--- src/rtl/cmp_arb_pkg.sv ---
// Shared types and defaults for the comparator arbiter (cmp_arbiter, rr_pick).
// Build option CMP_ARB_FIXED_PRIO_EN is consumed by cmp_arbiter, not here.
package cmp_arb_pkg;

   localparam int CMP_W     = 8;
   localparam int CMP_N_REQ = 4;

   typedef enum logic [1:0] {
      IDLE  = 2'd0,
      GRANT = 2'd1,
      WAIT  = 2'd2,
      RESP  = 2'd3
   } state_t;

   typedef struct packed {
      logic eq;
      logic gt;
      logic lt;
   } cmp_res_t;

   // A healthy comparator raises exactly one of its three flags.
   function automatic logic res_not_onehot(input cmp_res_t r);
      return !((r.eq ^ r.gt ^ r.lt) && !(r.eq && r.gt && r.lt));
   endfunction

endpackage

--- src/rtl/cmp_arbiter_rr_pick.sv ---
// Combinational round-robin picker: first set request scanning upward from ptr,
// wrapping at N-1. With ptr tied to 0 it degenerates to lowest-index priority.
module rr_pick #(
   parameter int N = 4
) (
   input  logic [N-1:0]         req,
   input  logic [$clog2(N)-1:0] ptr,
   output logic [N-1:0]         win,
   output logic [$clog2(N)-1:0] idx,
   output logic                 any
);

   localparam int PW = $clog2(N);

   logic [PW-1:0] cand;

   always_comb begin
      win  = '0;
      idx  = '0;
      any  = 1'b0;
      cand = '0;
      for (int k = 0; k < N; k++) begin
         cand = PW'((int'(ptr) + k) % N);
         if (!any && req[cand]) begin
            any       = 1'b1;
            idx       = cand;
            win[cand] = 1'b1;
         end
      end
   end

endmodule

--- src/rtl/cmp_arbiter.sv ---
// Shares one magnitude comparator between N_REQ requesters (grant/wait/respond).
// Define CMP_ARB_FIXED_PRIO_EN for fixed lowest-index priority instead of round-robin.
module cmp_arbiter
   import cmp_arb_pkg::*;
#(
   parameter int N_REQ   = CMP_N_REQ,
   parameter int W       = CMP_W,
   parameter int CMP_LAT = 1
) (
   input  logic               clk,
   input  logic               rst,
   input  logic [N_REQ-1:0]   req,
   input  logic [N_REQ*W-1:0] a_in,
   input  logic [N_REQ*W-1:0] b_in,
   output logic [N_REQ-1:0]   gnt,
   output logic [N_REQ-1:0]   done,
   output logic               res_eq,
   output logic               res_gt,
   output logic               res_lt,
   output logic               res_err,
   output logic               busy,
   output logic [W-1:0]       cmp_a,
   output logic [W-1:0]       cmp_b,
   input  logic               cmp_eq,
   input  logic               cmp_gt,
   input  logic               cmp_lt
);

   localparam int PW = $clog2(N_REQ);
   localparam int CW = $clog2(CMP_LAT + 1);

   state_t           state;
   logic [PW-1:0]    win_idx;
   logic [N_REQ-1:0] win_oh;
   logic [CW-1:0]    cnt;
   logic [PW-1:0]    ptr;
   logic [N_REQ-1:0] pick_oh;
   logic [PW-1:0]    pick_idx;
   logic             pick_any;
   logic [W-1:0]     sel_a;
   logic [W-1:0]     sel_b;
   cmp_res_t         sampled;

`ifdef CMP_ARB_FIXED_PRIO_EN
   assign ptr = '0;
`endif

   rr_pick #(.N(N_REQ)) u_pick (
      .req (req),
      .ptr (ptr),
      .win (pick_oh),
      .idx (pick_idx),
      .any (pick_any)
   );

   // Operand mux driven by the one-hot winner so slice indices stay constant.
   always_comb begin
      sel_a = '0;
      sel_b = '0;
      for (int k = 0; k < N_REQ; k++) begin
         if (pick_oh[k]) begin
            sel_a = a_in[k*W +: W];
            sel_b = b_in[k*W +: W];
         end
      end
   end

   assign sampled = {cmp_eq, cmp_gt, cmp_lt};

   // Flags are captured on the edge that enters RESP so done and res_* rise together.
   always_ff @(posedge clk) begin
      if (rst) begin
         state   <= IDLE;
         gnt     <= '0;
         done    <= '0;
         res_eq  <= 1'b0;
         res_gt  <= 1'b0;
         res_lt  <= 1'b0;
         res_err <= 1'b0;
         busy    <= 1'b0;
         cmp_a   <= '0;
         cmp_b   <= '0;
         win_idx <= '0;
         win_oh  <= '0;
         cnt     <= '0;
`ifndef CMP_ARB_FIXED_PRIO_EN
         ptr     <= '0;
`endif
      end else begin
         gnt  <= '0;
         done <= '0;
         case (state)
            IDLE: begin
               if (pick_any) begin
                  win_idx <= pick_idx;
                  win_oh  <= pick_oh;
                  gnt     <= pick_oh;
                  cmp_a   <= sel_a;
                  cmp_b   <= sel_b;
                  busy    <= 1'b1;
                  state   <= GRANT;
               end
            end
            GRANT: begin
               cnt   <= CW'(CMP_LAT - 1);
               state <= WAIT;
            end
            WAIT: begin
               if (cnt == '0) begin
                  done    <= win_oh;
                  res_eq  <= sampled.eq;
                  res_gt  <= sampled.gt;
                  res_lt  <= sampled.lt;
                  res_err <= res_not_onehot(sampled);
`ifndef CMP_ARB_FIXED_PRIO_EN
                  ptr     <= (win_idx == PW'(N_REQ - 1)) ? '0 : win_idx + 1'b1;
`endif
                  state   <= RESP;
               end else begin
                  cnt <= cnt - 1'b1;
               end
            end
            RESP: begin
               busy  <= 1'b0;
               state <= IDLE;
            end
            default: state <= IDLE;
         endcase
      end
   end

endmodule

--- config.mk ---
export PLATFORM = sky130hd
export DESIGN_NAME = cmp_arbiter
export DESIGN_NICKNAME = d
export VERILOG_FILES = /design/src/rtl/cmp_arb_pkg.sv /design/src/rtl/cmp_arbiter_rr_pick.sv /design/src/rtl/cmp_arbiter.sv
export SDC_FILE = /design/constraint.sdc
export NUM_CORES = 1
export LEC_CHECK = 0
export ABC_CLOCK_PERIOD_IN_PS = 3430
export BUFFER_PORTS_ARGS = -buffer_cell sky130_fd_sc_hd__buf_2
export CAP_MARGIN = 40
export CORE_ASPECT_RATIO = 1.4
export CORE_MARGIN = 2
export CORE_UTILIZATION = 48
export DETAILED_ROUTE_END_ITERATION = 8
export GPL_ROUTABILITY_DRIVEN = 1
export PLACE_DENSITY = 0.8
export SLEW_MARGIN = 20
export SYNTH_ARGS = -nofsm -noshare
export SYNTH_HDL_FRONTEND = slang
export SYNTH_HIERARCHICAL = 1
export SYNTH_SLANG_ARGS = --single-unit
--- constraint.sdc ---
create_clock -name clk -period 3.43 [get_ports clk]
set_input_delay 0.343 -clock clk [delete_from_list [all_inputs] [get_ports clk]]
set_output_delay 0.343 -clock clk [all_outputs]
set_load 0.005 [all_outputs]
==> impl_summary.txt <==
----------------------------------------------------
[Critical path]
  R2R depth ... 10
  Endpoint kind of the worst setup timing path ... flip-flop
  Biggest fanout along the worst timing path ... 10
  Critical path data arrival time ... about 3.4 ns
  Worst setup SP type ... flip-flop
  CP required ... ~3.7 ns
  Category of the most critical setup path ... flip-flop to flip-flop
  Critical Path Slowest Stage Cell ... dfxtp_1
  Longest individual stage delay on the worst path ... between 0.5 and 0.6 ns
  Critical-path cell list ... inv_1, ha_1, mux4_2, nor4b_4, a22oi_1, o21ai_1, buf_4, nor2b_1, a211o_1, a32o_1

[Clocking]
  Clock Root Buffer ... clkbuf_8
  CTS hold repair buffers ... 0
  Number of setup buffers added after CTS ... 0
  TritonCTS clock tree ... built
  Quantity of gates resized following cts ... 0
  CTS clock-pin slew for the worst setup and hold paths ... roughly 0.070 ns
  Max H-tree Level ... 2
  Worst-skew pair later-pin latency ... 0.30 ns
  Number of buffers added by the clock tree synthesis step ... 5
  Maximum count of clock buffers along a single path ... 2
  Clock sinks ... 39

[Detailed routing]
  Routed Antenna Nets ... 0
  Average wire per standard cell ... ~15 um
  Remaining routing DRC violations ... 0
  Vias after detailed routing ... between 2000 and 2500
  Count of TritonRoute iterations in the first routing pass ... 4
  Vias/cell ... around 5.6
  Wirelength, routed ... around 6000 um
  DRT iter0 DRCs ... between 60 and 70

[Worst hold path]
  Depth of the worst hold-timing path ... 3
  Hold Path Class ... input pin to flip-flop

[Floorplan]
  Die X-Extent ... between 60 and 70 um
  Total core area ... approximately 4800 um^2
  Area enclosed by the die boundary ... 5556 um^2
  Initial Utilization ... 49.64%
  Die outline height ... just under 90 um
  I/O Pins ... between 100 and 150
  Site Rows ... 30

[Yosys]
  Nets in the synthesized netlist ... 331
  Post-synth top area share ... between 30 and 40%
  Mapped Avg Cell Area ... about 9.6 um^2
  Number of library cell types mapped by synthesis ... 40
  Number of enable flip-flop cells after synthesis ... 0
  Synthesized netlist cell count ... roughly 250
  Main area contributors after synthesis ... dfxtp_1 33%, o32ai_2 6.8%, ha_1 5.2%
  Post-synthesis instance area ... around 2400 um^2
  Fraction of registers with async set or reset after synthesis ... 0%
  Warnings from Yosys ... 6
  Leading area contributor after synthesis ... dfxtp_1
  Dominant register cell in the synthesized netlist ... dfxtp_1
  Share of the yosys chip area belonging to registers ... about a third
  #FFs+latches synth ... 39

[Placement]
  Routability congestion estimate ... approximately 0.82
  Post-DP HPWL ... around 4700 um
  Cell Count Post-Placement ... just over 400
  Port-buffer cells ... roughly 100
  Minimum setup slack after placement ... ~0.25 ns

[Job]
  Maxcap violations ... 0

[Power]
  Clock Power Share ... ~16%
  Sequential share of power ... approximately 28%
  Leak pwr ... 1.416 nW
  Switching power ... 0.9664 mW
  Cell-internal power ... approximately 1.4 mW
  Pwr Density ... around 780 nW/um^2
  Switch share ... just over 40%
  Portion of total power attributed to combinational logic ... 56.3%
  Max VDD drop ... between 0.3 and 0.4 mV

[Timing]
  Max-slew violation total from the final report ... 0
  Setup slack after layout ... roughly 0.25 ns
  RSZ-0062 raised after global routing ... no
  Highest clock frequency the design can meet ... between 300 and 400 MHz
  Relative slew margins ... between 50 and 60%
  Largest clock skew in the final design ... roughly 0.0071 ns
  Worst slack on hold paths ... 0.3069 ns
  Clock period minus final worst setup slack ... between 3 and 4 ns
  Final count of negative-setup-slack endpoints ... 0
  Final-report hold violation count ... 0
  Share of the clock period used by the worst path after layout ... 92.83%
  Tightest Pin Transition ... slightly above 0.6 ns
  Setup TNS Final ... 0 ns

[GRT]
  Number of antenna violations at the first check in global routing ... 0
  Overall global routing resource usage ... 22.52%
  Total congestion overflow ... 0
  Vias in the first global route ... ~2200
  Wire length of the first global-routing pass ... roughly 9900 um
  Pin count of the biggest net entering global routing ... 31

[Finish]
  Fraction of final layout cells with drive strength greater than 1 ... between 30% and 40%
  Final Util ... 63.67%
  Layout Cells excl Fill ... around 410
  Number of nets in the final layout ... 429
  Layout area overhead ... 28.28%
  Ant. Diodes ... 0

[Status]
  Outcome ... complete, no violations

----------------------------------------------------
critical path: cells and delay by family (launching register included):
kind                     cells  cell delay [ns]
AND/OR/NAND/NOR              2             0.74
AO/OA/AOI/OAI                4             0.66
flip-flops                   1             0.52
multiplexers                 1             0.44
buffers and inverters        2             0.38
adder cells (fa/ha/maj)      1             0.37
through the flow:
step                instance area (um^2)  power (mW)
finish                              3059       2.387
global route                        3059       2.573
CTS                                 3059       2.399
detailed placement                  2947       2.010
global placement                    2947       1.966
floorplan                           2385       1.641
flip-flops by register name (all words and copies together) (netlist names):
name	flops
busy	1
cmp_a	8
cmp_b	8
done	4
gnt	4
ptr	2
res_eq	1
res_err	1
res_gt	1
res_lt	1
state	2
win_idx	2
win_oh	4
logic make-up after synthesis:
group	count (synthesis)	share of synthesized area [%]
adder cells (fa/ha/maj)	10	5.247
flip-flops	39	32.74
buffers and inverters	26	5.404
AO/OA/AOI/OAI	75	26.55
multiplexers	13	7.922
AND/OR/NAND/NOR	85	22.14
cell usage after synthesis, types with 8 or more instances:
master,count
a21oi_1,18
a221oi_1,11
a22oi_1,8
and2_1,9
and4_1,11
clkbuf_1,10
dfxtp_1,39
ha_1,10
mux2i_1,8
nand2_1,13
nand2b_1,10
nor2_1,15
nor2b_1,15
o32ai_2,10
power groups by stage:
stage | sequential (mW) | clock [mW] | combinational, mW
5_1_grt | 0.670 | 0.415 | 1.49
6_report | 0.657 | 0.385 | 1.34
2_1_floorplan | 0.666 | 0 | 0.975
4_1_cts | 0.656 | 0.392 | 1.35
3_3_place_gp | 0.662 | 0 | 1.30
3_5_place_dp | 0.665 | 0 | 1.34
path summary, 6_finish.rpt:
path | from | end | slack [ns]
min | cmp_gt | res_gt$_SDFFE_PP0N_ | 0.31
min reg2reg | win_oh[2]$_SDFFE_PP0P_ | win_oh[2]$_SDFFE_PP0P_ | 0.45
max | ptr[1]$_SDFFE_PP0N_ | cmp_b[7]$_SDFFE_PP0P_ | 0.25
max reg2reg | ptr[1]$_SDFFE_PP0N_ | cmp_b[7]$_SDFFE_PP0P_ | 0.25
per-layer routing:
layer	vias to the layer above	global-route usage [%]	wire length, um
met5	-	0	0
met4	0	11.66	172
met3	17	3.752	323
met2	77	39.81	3142
met1	1079	25.97	2483
li1	1143	-	-
cell usage in the layout, fill, tap and decap left out, drive strengths merged, types with 11 or more instances in the layout:
master,instances
a21oi,18
a221oi,11
and4,11
buf,112
dfxtp,39
nand2,13
nor2,15
nor2b,15
o32ai,11
area by class of cell:
type / count / area (um^2)
clock buffer: 5 / 68.82
clock inverter: 3 / 43.79
fill: 421 / 1745
inverter: 5 / 18.77
multi-input combinational: 183 / 1479
sequential: 39 / 780.7
tap: 64 / 80.08
timing repair buffer: 112 / 588.1
Power figures use the tool's default switching activity.
